File: src/rtl/fp_div_seq_if.sv
// Request/response bundle for fp_div_seq: start/operands in, busy/done/quotient/flags out.
// Requester drives the master side; start is only sampled while busy is low.
interface fp_div_seq_if #(
  parameter int W = 32
);
  logic         start;
  logic [W-1:0] in_a;
  logic [W-1:0] in_b;
  logic         busy;
  logic         done;
  logic [W-1:0] out;
  logic [3:0]   flags;

  modport master (output start, in_a, in_b, input busy, done, out, flags);
  modport slave  (input start, in_a, in_b, output busy, done, out, flags);
endinterface

File: src/rtl/fp_div_seq.sv
// Sequential IEEE-style divider (denormals flushed); FP_DIV_RNE_EN selects round-to-nearest-even, else truncate.
// Latency 2 edges for special operands, MAN_W+5 otherwise; start ignored while busy, out/flags held until next done.
module fp_div_seq #(
  parameter int EXP_W = 8,
  parameter int MAN_W = 23,
  parameter int BIAS  = 2**(EXP_W-1)-1
) (
  input  logic         clk,
  input  logic         rst_n,
  fp_div_seq_if.slave  bus
);
  localparam int W  = 1 + EXP_W + MAN_W;
  localparam int N  = MAN_W + 3;
  localparam int EW = EXP_W + 2;
  localparam int CW = $clog2(N + 1);
  localparam logic signed [EW-1:0] BIAS_S = EW'(BIAS);
  localparam logic signed [EW-1:0] ONES_S = EW'((1 << EXP_W) - 1);
  localparam logic signed [EW-1:0] ONE_S  = EW'(1);
  localparam logic signed [EW-1:0] ZERO_S = EW'(0);

  typedef enum logic [2:0] {IDLE, CLASSIFY, DIVIDE, ROUND, DONE} state_t;

  state_t                 r_state, w_next;
  logic [W-1:0]           r_a, r_b, r_res, r_out;
  logic [3:0]             r_flg, r_flags;
  logic                   r_done, r_sign;
  logic [MAN_W+1:0]       r_rem;
  logic [N-1:0]           r_quo;
  logic signed [EW-1:0]   r_exp;
  logic [CW-1:0]          r_cnt;

  logic                   w_sa, w_sb;
  logic [EXP_W-1:0]       w_ea, w_eb;
  logic [MAN_W-1:0]       w_ma, w_mb;
  logic                   w_a_zero, w_b_zero, w_a_inf, w_b_inf, w_a_nan, w_b_nan;
  logic                   w_nan, w_special;
  logic [W-1:0]           w_spec_res;
  logic [3:0]             w_spec_flg;

  assign w_sa = r_a[W-1];
  assign w_sb = r_b[W-1];
  assign w_ea = r_a[W-2 -: EXP_W];
  assign w_eb = r_b[W-2 -: EXP_W];
  assign w_ma = r_a[MAN_W-1:0];
  assign w_mb = r_b[MAN_W-1:0];

  assign w_a_zero  = (w_ea == '0);
  assign w_b_zero  = (w_eb == '0);
  assign w_a_inf   = (w_ea == '1) && (w_ma == '0);
  assign w_b_inf   = (w_eb == '1) && (w_mb == '0);
  assign w_a_nan   = (w_ea == '1) && (w_ma != '0);
  assign w_b_nan   = (w_eb == '1) && (w_mb != '0);
  assign w_nan     = w_a_nan | w_b_nan | (w_a_zero & w_b_zero) | (w_a_inf & w_b_inf);
  assign w_special = w_nan | w_a_zero | w_b_zero | w_a_inf | w_b_inf;

  always_comb begin
    w_spec_res = {w_sa ^ w_sb, {EXP_W{1'b0}}, {MAN_W{1'b0}}};
    w_spec_flg = 4'b0000;
    if (w_nan) begin
      w_spec_res = {1'b0, {EXP_W{1'b1}}, 1'b1, {(MAN_W-1){1'b0}}};
      w_spec_flg = 4'b1000;
    end else if (w_b_zero) begin
      w_spec_res = {w_sa ^ w_sb, {EXP_W{1'b1}}, {MAN_W{1'b0}}};
      w_spec_flg = 4'b0100;
    end else if (w_a_inf) begin
      w_spec_res = {w_sa ^ w_sb, {EXP_W{1'b1}}, {MAN_W{1'b0}}};
    end
  end

  // Restoring step; CLASSIFY seeds the remainder with the dividend and retires the first quotient bit.
  logic [MAN_W+1:0]     w_rem_in, w_dvs, w_diff, w_rem_nx;
  logic                 w_ge;
  logic signed [EW-1:0] w_exp_cls;

  assign w_rem_in  = (r_state == CLASSIFY) ? {2'b01, w_ma} : r_rem;
  assign w_dvs     = {2'b01, w_mb};
  assign w_ge      = (w_rem_in >= w_dvs);
  assign w_diff    = w_ge ? (w_rem_in - w_dvs) : w_rem_in;
  assign w_rem_nx  = w_diff << 1;
  assign w_exp_cls = $signed({2'b00, w_ea}) - $signed({2'b00, w_eb}) + BIAS_S;

  logic                 w_lz, w_grd, w_stk;
  logic [MAN_W-1:0]     w_man, w_man_r;
  logic signed [EW-1:0] w_exp_n, w_exp_r;
  logic [W-1:0]         w_rnd_res;
  logic [3:0]           w_rnd_flg;

  assign w_lz    = ~r_quo[N-1];
  assign w_man   = w_lz ? r_quo[N-3:1] : r_quo[N-2:2];
  assign w_grd   = w_lz ? r_quo[0] : r_quo[1];
  assign w_stk   = (~w_lz & r_quo[0]) | (|r_rem);
  assign w_exp_n = r_exp - (w_lz ? ONE_S : ZERO_S);

`ifdef FP_DIV_RNE_EN
  logic             w_inc, w_cy;
  assign w_inc            = w_grd & (w_stk | w_man[0]);
  assign {w_cy, w_man_r}  = {1'b0, w_man} + (MAN_W+1)'(w_inc);
  assign w_exp_r          = w_exp_n + (w_cy ? ONE_S : ZERO_S);
`else
  logic             w_unused_rnd;
  assign w_unused_rnd = &{1'b0, w_grd, w_stk};
  assign w_man_r      = w_man;
  assign w_exp_r      = w_exp_n;
`endif

  always_comb begin
    w_rnd_res = {r_sign, w_exp_r[EXP_W-1:0], w_man_r};
    w_rnd_flg = 4'b0000;
    if (w_exp_r >= ONES_S) begin
      w_rnd_res = {r_sign, {EXP_W{1'b1}}, {MAN_W{1'b0}}};
      w_rnd_flg = 4'b0010;
    end else if (w_exp_r <= ZERO_S) begin
      w_rnd_res = {r_sign, {EXP_W{1'b0}}, {MAN_W{1'b0}}};
      w_rnd_flg = 4'b0001;
    end
  end

  always_ff @(posedge clk or negedge rst_n) begin
    if (!rst_n) r_state <= IDLE;
    else        r_state <= w_next;
  end

  always_comb begin
    w_next = r_state;
    case (r_state)
      IDLE:     if (bus.start) w_next = CLASSIFY;
      CLASSIFY: w_next = w_special ? DONE : DIVIDE;
      DIVIDE:   if (r_cnt == CW'(N - 1)) w_next = ROUND;
      ROUND:    w_next = DONE;
      DONE:     w_next = IDLE;
      default:  w_next = IDLE;
    endcase
  end

  always_ff @(posedge clk or negedge rst_n) begin
    if (!rst_n) begin
      r_a     <= '0;
      r_b     <= '0;
      r_res   <= '0;
      r_flg   <= '0;
      r_out   <= '0;
      r_flags <= '0;
      r_done  <= 1'b0;
      r_sign  <= 1'b0;
      r_rem   <= '0;
      r_quo   <= '0;
      r_exp   <= '0;
      r_cnt   <= '0;
    end else begin
      r_done <= (r_state == DONE);
      case (r_state)
        IDLE: begin
          if (bus.start) begin
            r_a <= bus.in_a;
            r_b <= bus.in_b;
          end
        end
        CLASSIFY: begin
          r_sign <= w_sa ^ w_sb;
          r_res  <= w_spec_res;
          r_flg  <= w_spec_flg;
          r_exp  <= w_exp_cls;
          r_rem  <= w_rem_nx;
          r_quo  <= {{(N-1){1'b0}}, w_ge};
          r_cnt  <= CW'(1);
        end
        DIVIDE: begin
          r_rem <= w_rem_nx;
          r_quo <= {r_quo[N-2:0], w_ge};
          r_cnt <= r_cnt + CW'(1);
        end
        ROUND: begin
          r_res <= w_rnd_res;
          r_flg <= w_rnd_flg;
        end
        DONE: begin
          r_out   <= r_res;
          r_flags <= r_flg;
        end
        default: ;
      endcase
    end
  end

  assign bus.busy  = (r_state != IDLE);
  assign bus.done  = r_done;
  assign bus.out   = r_out;
  assign bus.flags = r_flags;
endmodule

File: src/flat_wrapper.sv
// flat-port wrapper written by rule: the top's interface ports become plain ports
module fp_div_seq_flat 
#(
  parameter int EXP_W = 8,
  parameter int MAN_W = 23,
  parameter int BIAS  = 2**(EXP_W-1)-1
)
  (clk, rst_n, bus_start, bus_in_a, bus_in_b, bus_busy, bus_done, bus_out, bus_flags);
  fp_div_seq_if #(.W(32)) bus_i ();
  input  logic clk;
  input  logic rst_n;
  input wire logic [$bits(bus_i.start)-1:0] bus_start;
  input wire logic [$bits(bus_i.in_a)-1:0] bus_in_a;
  input wire logic [$bits(bus_i.in_b)-1:0] bus_in_b;
  output wire logic [$bits(bus_i.busy)-1:0] bus_busy;
  output wire logic [$bits(bus_i.done)-1:0] bus_done;
  output wire logic [$bits(bus_i.out)-1:0] bus_out;
  output wire logic [$bits(bus_i.flags)-1:0] bus_flags;
  assign bus_i.start = bus_start;
  assign bus_i.in_a = bus_in_a;
  assign bus_i.in_b = bus_in_b;
  assign bus_busy = bus_i.busy;
  assign bus_done = bus_i.done;
  assign bus_out = bus_i.out;
  assign bus_flags = bus_i.flags;
  fp_div_seq #(.EXP_W(EXP_W), .MAN_W(MAN_W), .BIAS(BIAS)) u_core (.clk(clk), .rst_n(rst_n), .bus(bus_i));
endmodule
File: config.mk
export PLATFORM = sky130hd
export DESIGN_NAME = fp_div_seq_flat
export DESIGN_NICKNAME = d
export VERILOG_FILES = /design/src/rtl/fp_div_seq_if.sv /design/src/rtl/fp_div_seq.sv /design/src/flat_wrapper.sv
export SDC_FILE = /design/constraint.sdc
export NUM_CORES = 1
export LEC_CHECK = 0
export CAP_MARGIN = 30
export CORE_MARGIN = 3
export CORE_UTILIZATION = 62
export CTS_CLUSTER_SIZE = 28
export DETAILED_ROUTE_END_ITERATION = 10
export GPL_ROUTABILITY_DRIVEN = 0
export PLACE_DENSITY = 0.94
export SYNTH_ARGS = -nofsm -noshare
export SYNTH_HDL_FRONTEND = slang
export SYNTH_SLANG_ARGS = --single-unit
File: constraint.sdc
create_clock -name clk -period 5.05 [get_ports clk]
set_input_delay 1.2625 -clock clk [delete_from_list [all_inputs] [get_ports clk]]
set_output_delay 1.2625 -clock clk [all_outputs]
set_load 0.01 [all_outputs]
# == Yosys cells after proc, flatten, opt, wreduce, memory -nomap -nowiden ==
# Cells that the tools add are included.
# classes
addsub,5
n_lt_le_gt_ge,3
n_eq_ne,9
muxes,21
n_bitwise,10
reduce_logical,17
# op_table
op,count
$mux 31,4
$pmux 32 s2,1
$pmux 26 s2,1
$logic_not 23->1,2
$reduce_bool 23->1,2
$mux 32,1
$ge 25x24->1,1
$mux 25,1
$mux 24,1
$sub 24x24->24,1
$mux 23,1
$eq 8x8->1 const B,2
$logic_not 8->1,2
$mux 3,4
$pmux 3 s4,1
$add 10x8->10 const B,1
$ge 10x9->1 const B,1
$le 10x1->1 const B,1
$pmux 5 s2,1
$sub 10x10->10,1
$sub 8x8->9,1
$mux 4,2
$pmux 4 s2,1
$or 1x1->1,7
other kinds (16),24
# totals
regBits,206
input_bits,67
output_inout_bits,38
wordCells,78

# == Longest topological paths before layout ==
# depth
depth_word,11
depth_mapped,18
depth_no_buf,14

# == Worst setup path before layout ==
# No wires, ideal clock.
# synth_timing
path_type,register -> register
startpoint,reg u_core.r_state[2]
endpoint,reg u_core.r_rem[20]
setup_time_ps,77
t_arrival_ps,3392
t_required_ps,4973
setup_slack_ps,1580
stages_incl_launch_ff,18
n_path_buf,4
synth_period_minus_slack_ps,3470
path_cell_list,dfrtp_1 -> nand2b_1 -> nor2_1 -> clkbuf_1 -> buf_1 -> nand2_1 -> nand2_1 -> ha_1 -> a21o_1 -> a21o_1 -> a211oi_1 -> a21oi_1 -> nor3_1 -> or2_2 -> clkbuf_1 -> buf_2 -> a21oi_1 -> a21oi_1
# synth_via
elab_chain_cells,4
elab_cells_between_ends,7
cone_classes,add/sub (1); order compare (1); eq/ne (2); mux (2); reduce/logical (1)
# synth_lines
element,line_no,text
"start, declared",fp_div_seq.sv:23,"state_t r_state, w_next;"
"start signal, assigned",fp_div_seq.sv:120,else r_state <= w_next;
$eq 3x1->1,"fp_div_seq.sv:75, fp_div_seq.sv:151",
$mux 25,fp_div_seq.sv:75,"assign w_rem_in = (r_state == CLASSIFY) ? {2'b01, w_ma} : r_rem;"
$sub 24x24->24 or $ge 25x24->1 (tied branches),"fp_div_seq.sv:78, fp_div_seq.sv:77",
$mux 24,fp_div_seq.sv:78,assign w_diff = w_ge ? (w_rem_in - w_dvs) : w_rem_in;
"end signal, assigned",fp_div_seq.sv:163,r_rem <= w_rem_nx;
"end signal, assigned",fp_div_seq.sv:168,r_rem <= w_rem_nx;
"end, declared",fp_div_seq.sv:27,logic [MAN_W+1:0] r_rem;
# Several ways; a longest one is shown, not always the timed one.
# A chain may end at the register's enable or synchronous reset.

# == Worst setup path after layout ==
# layout_timing
startpoint,reg u_core.r_state[2]
endpoint,reg u_core.r_rem[19]
# Same word-level chain as after synthesis.

==> qor.txt <==
Setup TNS - 0 ps
Post-DP HPWL - 18400 um
Path category of the worst min-delay check - register to register
Post-Place Worst Slack - 1080 ps
Most frequent cells in the layout - 206 x dfrtp_1, 195 x nand2_1, 103 x clkdlybuf4s50_1, 73 x o21ai_0, 70 x mux2_2
Fin Hold WS - 481 ps
P per Cell Area - 748 mW/mm^2
CP delay by family, top - simple AND/OR/NAND/NOR gates
Port Buffers - 104
Total GRT Usage - 0.287
Critical path startpoint category - register
First-pass GRT wire length - 43000 um
Multi-input logic area - 0.00507 mm^2
Clk_lat worst skew - 510 ps
CP Capture Type - register
Syn_nets - 1172
Worst-path cell chain - nand2b_1, or2_2, nand2_1, nand2_1, fa_1, a21o_1, a221o_1, a21oi_2, o211ai_1, a221oi_2, o21bai_1, and4_1, nor3_1
Pwr Total - 9350 uW
Clock transition at path regs - 60 ps
Seq/Total Area, Yosys - 0.486
Die width - 137 um
# hold bufs at CTS - 0
FMAX - 242 MHz
Crit path required time - 5460 ps
Post-CTS Setup Inserts - 0
Ys Warns - 0
DR WL/cell - 18.9 um
Die Area - 0.0187 mm^2
Slew @ Worst Pin - 908 ps
Cell mode on critical path - nand2_1
Die height - 137 um
Nets@finish - 1260
Post-synth EDFFs - 0
Max-cap violations - 0
Ports - 105
Core footprint - 0.0166 mm^2
Area Overhead vs Synth - 17.9%
H-Tree Depth - 1
Final Skew - 24.2 ps
Initial core utilization - 0.637
Pin count of the biggest net entering global routing - 128
Slowest stage delay, CP - 640 ps
Netlist Area Pre-Place - 0.0106 mm^2
Reg2reg setup slack - 920 ps
Initial DRC Count - 850
Slew headroom - 0.394
Slew Viols, Final - 0
Remaining DRCs - 0
Routed Antenna Nets - 0
Number of global-route vias before repair - 8552
ANT cells - 0
WP depth - 13
Final min period - 4130 ps
Fillers - 1080
Async SR Flop Fraction - 1.00
Synth Register Bits - 206
Layout cell share with drive strength beyond 1 - 0.138
Final wirelength - 26300 um
Critical Path Fanout Max - 50
Initial antenna violation count - 0
Critical Path AT - 4540 ps
Grt ovf - 0
Post-synth top flop - dfrtp_1
Final Hold Fails - 0
Vias per std cell - 6.25
Syn Area/Cell - 9.94 um^2
Worst vdd ir - 452 uV
RSZ-0062 raised after global routing - no
Storage cell area - 0.00515 mm^2
Via Count - 8688
Resize count post-CTS - 0
Area post-placement - 0.0118 mm^2
Setup Crit Path Kind - register to register
Design Area, Final - 0.0125 mm^2
Static Leak - 0.00555 uW
Distinct cells, synth - 66
Final WS setup - 918 ps
Post-route clock period utilization - 0.818
CP Buf/Inv Count - 0
Slowest stage cell, crit path - or2_2
Final setup viols - 0
Status - finished clean
CTS Buf Count - 21
Clock sinks - 206
FP Rows - 47
Root Buffer - clkbuf_16
Commonest non-fill, non-tap cell in the layout - dfrtp_1
Cell count after synthesis - 1067
R2R depth - 13
Max clock buf depth - 3
CTS tree - done
WHS Path Cells - 2
First-pass detailed-route iteration total - 5
==> final cells by class <==
type,count,area share
clock inverter,8,0.00460
tap,220,0.0220
multi-input combinational,767,0.405
clock buffer,29,0.0476
inverter,42,0.0126
timing repair buffer,117,0.0956
sequential,206,0.412
==> worst min-delay path, cell delays in order (launching register included) <==
cell,delay [ps]
dfrtp_1,340
nand2_1,60
o21ai_2,50
==> Yosys cell counts (all sizes together) (8+ instances only) <==
library cell,n,share of area
a21o,14,0.0099
a21oi,54,0.026
a22o,27,0.022
buf,16,0.0088
clkbuf,33,0.012
dfrtp,206,0.49
ha,36,0.042
inv,42,0.015
mux2,70,0.074
mux2i,23,0.022
nand2,196,0.070
nand3,12,0.0057
nand4,14,0.0083
nor2,61,0.022
nor3,14,0.0071
nor4,19,0.011
o211ai,8,0.0057
o21a,8,0.0057
o21ai,93,0.051
xnor2,25,0.021
xor2,11,0.0091
==> per-stage QoR <==
stage | utilization | instances
final | 0.751 | 1389
after global routing | 0.751 | 1389
after CTS | 0.750 | 1388
after detailed placement | 0.710 | 1351
after global placement | 0.708 | 1349
after floorplan | - | 1067
==> power by group <==
group	internal [uW]	leakage [uW]	switching (uW)
sequential	2230	0.00264	502
clock	832	0.000315	647
combinational	2100	0.00259	3040
total	5160	0.00555	4190
==> registers in the layout, indices dropped and copies added, names as in the netlist <==
signal / flops
u_core.bus.done: 1
u_core.r_flg: 4
u_core.bus.out: 32
u_core.r_exp: 10
u_core.r_a: 32
u_core.r_cnt: 5
u_core.r_state: 3
u_core.r_res: 32
u_core.r_sign: 1
u_core.r_b: 32
u_core.bus.flags: 4
u_core.r_rem: 24
u_core.r_quo: 26
==> layer usage <==
metal	GRT usage	up-vias	part of all wire
li1	-	3915	-
met4	0.127	0	0.044
met3	0.0474	102	0.075
met5	0	-	0
met1	0.375	4216	0.40
met2	0.475	455	0.48
==> cells by family (layout without fill, tap and decap cells) <==
kind of cell / after synthesis / in the layout / share of synthesized area
xor gates and xnor gates: 36 / 36 / 0.0297
buffers and inverters: 94 / 196 / 0.0382
DFF: 206 / 206 / 0.486
muxes: 93 / 93 / 0.0961
and+or+nand+nor: 359 / 359 / 0.154
adders and majority gates: 38 / 38 / 0.0463
AOI/OAI and AO/OA: 241 / 241 / 0.150
==> final timing paths <==
| check | from | endpoint |
|---|---|---|
| max | u_core.r_state[2]$_DFFE_PN0P_ | u_core.r_rem[19]$_DFFE_PN0P_ |
| min | u_core.r_res[7]$_DFFE_PN0P_ | u_core.r_res[7]$_DFFE_PN0P_ |
| max reg2reg | u_core.r_state[2]$_DFFE_PN0P_ | u_core.r_rem[19]$_DFFE_PN0P_ |
| min reg2reg | u_core.r_res[7]$_DFFE_PN0P_ | u_core.r_res[7]$_DFFE_PN0P_ |
| max in group asynchronous | rst_n | u_core.r_quo[9]$_DFFE_PN0P_ |
| min in group asynchronous | rst_n | u_core.r_exp[7]$_DFFE_PN0P_ |
(Power assumes the default switching activity.)
==> variant 1, RTL diff (same settings) <==
Add a define of `FP_DIV_RNE_EN`.
--- a/src/rtl/fp_div_seq.sv
+++ b/src/rtl/fp_div_seq.sv
@@ -1,4 +1,6 @@
 // Sequential IEEE-style divider (denormals flushed); FP_DIV_RNE_EN selects round-to-nearest-even, else truncate.
 // Latency 2 edges for special operands, MAN_W+5 otherwise; start ignored while busy, out/flags held until next done.
+`define FP_DIV_RNE_EN
+
 module fp_div_seq #(
   parameter int EXP_W = 8,
Behaviour: no difference found for any inputs over 10 cycles, from zero or initial values and one cycle with rst_n low; that may be too few to reach the edited logic, so the function may still have changed.
==> variant 1 against the unedited design <==
Core utilization increased by 0.26 points; setup slack worse by 720 ps; largest cell class is now multi-input combinational cells; critical path depth up 5; power up 11%; sequential power up 1%; routed wire length grew 15%; design area is 9.8% higher; area after synthesis rose by 10%; sequential share of layout area decreased by 3.7 points; sequential cell count is the same; critical path type unchanged.
==> variant 1: results (changes against the unedited design) <==
- Seq/Total Area, Yosys: 44.21% (was 48.62%)
- Comb power: 5.89 mW (was 5.14 mW)
- Post-Synth Adder-Cell Area: 5.343% (was 4.626%)
- CTS buffer count: 22 (was 21)
- Synth cell types: 82 (was 66)
- Fill cells: 1168 (was 1080)
- Clock Network Area Fraction: 5.651% (was 5.224%)
- Setup crit end: u_core.r_res[18]$_DFFE_PN0P_ (was u_core.r_rem[19]$_DFFE_PN0P_)
- Placed cells: 1499 (was 1351)
- Post-detail-place hpwl: 20.83 mm (was 18.42 mm)
- Pre-CTS setup slack: 132.1 ps (was 1085 ps)
- Layout net count: 1415 (was 1260)
- Total GRT Usage: 29.43% (was 28.70%)
- Clock buf count: 31 (was 29)
- CTS clk-pin slew, worst paths: 60 ps (about the same)
- DR WL/cell: 19.53 um (was 18.94 um)
- Starting DRT DRC Count: 1063 (was 850)
- Internal cell power: 5.720 mW (was 5.161 mW)
- Post-Synth XOR/XNOR Area: 4.431% (was 2.974%)
- Compound-Gate Fraction of Synth Area: 17.27% (was 14.96%)
- Share of cells above drive strength 1: 12.84% (was 13.77%)
- Peak supply drop: 0.0004559 V (was 0.0004517 V)
- Post-synthesis mux area share: 8.530% (was 9.606%)
- Slew @ Worst Pin: 907.8 ps (was 908.4 ps)
- Mean Syn Cell Area: 9.606 sq um (was 9.937 sq um)
- CP Data Arrival Time: 5250 ps (was 4540 ps)
- Hold wc startpoint: u_core.r_exp[9]$_DFFE_PN0P_ (was u_core.r_res[7]$_DFFE_PN0P_)
- Critical Path Start: u_core.r_quo[25]$_DFFE_PN0P_ (was u_core.r_state[2]$_DFFE_PN0P_)
- Delay-heaviest family, CP: simple AND/OR/NAND/NOR gates (unchanged)
- Largest cells by area after synthesis: dfrtp_1 44%, mux2_2 7.2%, nand2_1 6.2% (was dfrtp_1 49%, mux2_2 7.4%, nand2_1 6.9%)
- Critical path peak fanout: 12 (was 50)
- Status: completed (unchanged)
- Final Power: 10.36 mW (was 9.352 mW)
- Post-synth top cells: 206 x dfrtp_1, 192 x nand2_1, 79 x o21ai_0, 75 x mux2_2, 74 x a21oi_1 (was 206 x dfrtp_1, 195 x nand2_1, 73 x o21ai_0, 70 x mux2_2, 60 x nor2_1)
- First-pass GRT wire length: 49.30 mm (was 42.97 mm)
- Hold Path End: u_core.r_exp[9]$_DFFE_PN0P_ (was u_core.r_res[7]$_DFFE_PN0P_)
- Non-clk invs: 59 (was 42)
- Worst reg2reg setup slack: 190 ps (was 920 ps)
- CP max stage delay: 500 ps (was 640 ps)
- Skew final: 10.42 ps (was 24.19 ps)
- Clock group: 1.71 mW (was 1.48 mW)
- Share of cell area taken by multi-input logic gates: 44.06% (was 40.53%)
- Synth Net Count: 1329 (was 1172)
- Static leakage: 6.067 nW (was 5.549 nW)
- Total Wirelength: 30.18 mm (was 26.31 mm)
- First-pass DRT Iterations: 8 (was 5)
- Register-to-Register Path Depth: 18 (was 13)
==> variant 1: changes by cell type after synthesis, moves of 14 or more <==
cell,change
a22o_1,+19
a21oi_1,+21
xor2_1,+17
inv_1,+16
nand3_1,+14
o21ai_2,-19
==> variant 1: cells by family (layout without fill, tap and decap cells) <==
family                     count (synthesis)  after routing
and+or+nand+nor                          393            394
AOI/OAI and AO/OA                        296            296
DFF                                      206            206
buffers and inverters                    122            223
muxes                                     90             90
xor gates and xnor gates                  59             59
adders and majority gates                 48             48
==> variant 1: through the flow <==
step	area, sq um	utilization, %	hold WS, ps
2_1_floorplan	11660	-	443.8
3_3_place_gp	12840	70.50	458.8
3_5_place_dp	12860	70.65	486.6
4_1_cts	13640	74.91	486.5
5_1_grt	13730	75.39	530.2
6_report	13730	75.39	495.4
==> variant 1: per-layer routing <==
layer	up-vias	track usage [%]	part of all wire, %
met5	-	0	0
met4	0	14.76	6.0
met3	147	4.923	7.0
met2	535	50.15	50
met1	4787	36.27	37
li1	4473	-	-
==> variant 2, RTL diff (same settings) <==
Without the edit above. Encoding of `state_t`: now Gray code (3 bits for 5 states).
--- a/src/rtl/fp_div_seq.sv
+++ b/src/rtl/fp_div_seq.sv
@@ -19,5 +19,5 @@
   localparam logic signed [EW-1:0] ZERO_S = EW'(0);
 
-  typedef enum logic [2:0] {IDLE, CLASSIFY, DIVIDE, ROUND, DONE} state_t;
+  typedef enum logic [2:0] {IDLE = 3'b000, CLASSIFY = 3'b001, DIVIDE = 3'b011, ROUND = 3'b010, DONE = 3'b110} state_t;
 
   state_t                 r_state, w_next;
Formal check against the unedited RTL: no difference found for any inputs over 10 cycles, from zero or initial values and one cycle with rst_n low; not proved beyond that.
==> variant 2 against the unedited design <==
Setup slack got worse by 330 ps; power shrank 0.12%; count of clock-buffer cells in the layout rose by 2; sequential cell count stayed put; combinational power shrank 0.8%; design area rose by 1.8%; area after synthesis grew 2.0%; final cell count grew 8.1%; largest power group unchanged; routed wire length is 1.2% higher.
==> variant 2: results (changes against the unedited design) <==
- Status: completed (unchanged)
- Slew margin rel.: 32.83% (was 39.44%)
- Clk_lat worst skew: 500 ps
- Synth cell types: 68 (was 66)
- Synth Net Count: 1288 (was 1172)
- Final Critical Period: 4459 ps (was 4132 ps)
- Largest net degree at the start of global routing: 99 (was 128)
- Metal2 WL: 12.91 mm (was 12.67 mm)
- Hold wc startpoint: u_core.bus.out[11]$_DFFE_PN0P_ (was u_core.r_res[7]$_DFFE_PN0P_)
- H-tree lvl count: 1 (unchanged)
- First-pass DRT Iterations: 7 (was 5)
- CTS buffer count: 22 (was 21)
- First-pass GRT wire length: 44.01 mm (was 42.97 mm)
- Delay-heaviest family, CP: simple AND/OR/NAND/NOR gates (unchanged)
- Pre-CTS setup slack: 948.8 ps (was 1085 ps)
- Asr flop ratio synth: 100.0% (unchanged)
- Slowest CP cell: nand2b_1 (was or2_2)
- Critical path peak fanout: 24 (was 50)
- CP max stage delay: 550 ps (was 640 ps)
- Largest cells by area after synthesis: dfrtp_1 48%, nand2_1 12%, ha_1 4.2% (was dfrtp_1 49%, mux2_2 7.4%, nand2_1 6.9%)
- Peak supply drop: 0.0004322 V (was 0.0004517 V)
- DR top layer: met4 (unchanged)
- Wl on met1: 10.70 mm (was 10.50 mm)
- Postcts setup bufs: 0 (unchanged)
- Vias in the first global route: 9026 (was 8552)
- Seq/Total Area, Yosys: 47.68% (was 48.62%)
- Layout net count: 1373 (was 1260)
- CP Data Arrival Time: 4790 ps (was 4540 ps)
- Skew final: 9.254 ps (was 24.19 ps)
- Register-to-Register Path Depth: 14 (was 13)
- Static leakage: 5.915 nW (was 5.549 nW)
- Share of cells above drive strength 1: 9.758% (was 13.77%)
- Hold Path End: u_core.bus.out[11]$_DFFE_PN0P_ (was u_core.r_res[7]$_DFFE_PN0P_)
- Fill cells: 1073 (was 1080)
- Hold path cells: 2 (unchanged)
- Post-synth top cells: 343 x nand2_1, 206 x dfrtp_1, 79 x o21ai_0, 50 x nor2_1, 49 x inv_1 (was 206 x dfrtp_1, 195 x nand2_1, 73 x o21ai_0, 70 x mux2_2, 60 x nor2_1)
- R2R Path Start: u_core.r_state[0]$_DFFE_PN0P_ (was u_core.r_state[2]$_DFFE_PN0P_)
- Ys flop type: dfrtp_1 (unchanged)
- DR WL/cell: 17.74 um (was 18.94 um)
- DR vias/cell: 6.056 (was 6.255)
- Worst reg2reg setup slack: 590 ps (was 920 ps)
- Post-detail-place hpwl: 18.31 mm (was 18.42 mm)
- Area after DPL: 12010 sq um (was 11820 sq um)
- Initial antenna violation count: 0 (unchanged)
- R2R Path End: u_core.r_rem[10]$_DFFE_PN0P_ (was u_core.r_rem[19]$_DFFE_PN0P_)
- Wire length on met3: 1.682 mm (was 1.985 mm)
- Post-CTS sizing: 0 (unchanged)
- Root Driver: clkbuf_16 (unchanged)
- Starting DRT DRC Count: 868 (was 850)
- Total GRT Usage: 27.32% (was 28.70%)
[variant 2: cell types whose count changed after synthesis, moves of 10 or more]
cell / unedited run / this run
nand3_1: 12 / 37
a21oi_1: 53 / 25
mux2_2: 70 / 35
nand2_1: 195 / 343
mux2i_1: 23 / 44
a22o_1: 26 / 6
nor2_1: 60 / 50
[variant 2: layout make-up]
class / count / area, sq um / area share (%)
multi-input cells: 870 / 5243 / 41.20
flip-flops and latches: 206 / 5155 / 40.52
clock buffers: 31 / 644.4 / 5.064
repair buffers: 118 / 1150 / 9.037
clock inverters: 6 / 68.82 / 0.5409
inverters: 50 / 187.7 / 1.475
well taps: 220 / 275.3 / 2.163
[variant 2: report_power, final]
| group | internal, mW | switching (mW) | total, mW |
|---|---|---|---|
| logic | 2.13 | 2.97 | 5.10 |
| registers | 2.19 | 0.475 | 2.67 |
| clock network | 0.937 | 0.629 | 1.57 |
[variant 2: logic make-up (layout without fill, tap and decap cells)]
kind of cell               count (synthesis)  count (layout)  synth area share, %
and+or+nand+nor                          515             515                20.52
DFF                                      206             206                47.68
AOI/OAI and AO/OA                        199             199                12.39
buffers and inverters                    107             205                3.992
muxes                                     79              79                7.719
xor gates and xnor gates                  39              39                3.159
adders and majority gates                 38              38                4.537
[variant 2: per-stage QoR]
step | cells | hold slack (ps)
after global routing | 1501 | 507.3
after detailed placement | 1464 | 457.5
after global placement | 1464 | 447.6
after floorplan | 1183 | 438.6
final | 1501 | 473.5
after CTS | 1501 | 476.8
[variant 2: worst min-delay path: cells and delay by family (launching register included)]
kind / cells / cell delay, ps
and+or+nand+nor: 2 / 100
DFF: 1 / 340
[variant 2: per-layer routing]
layer	global-route usage (%)	vias up
met2	46.38	422
li1	-	4206
met1	34.93	4355
met4	12.32	0
met3	4.109	107
met5	0	-
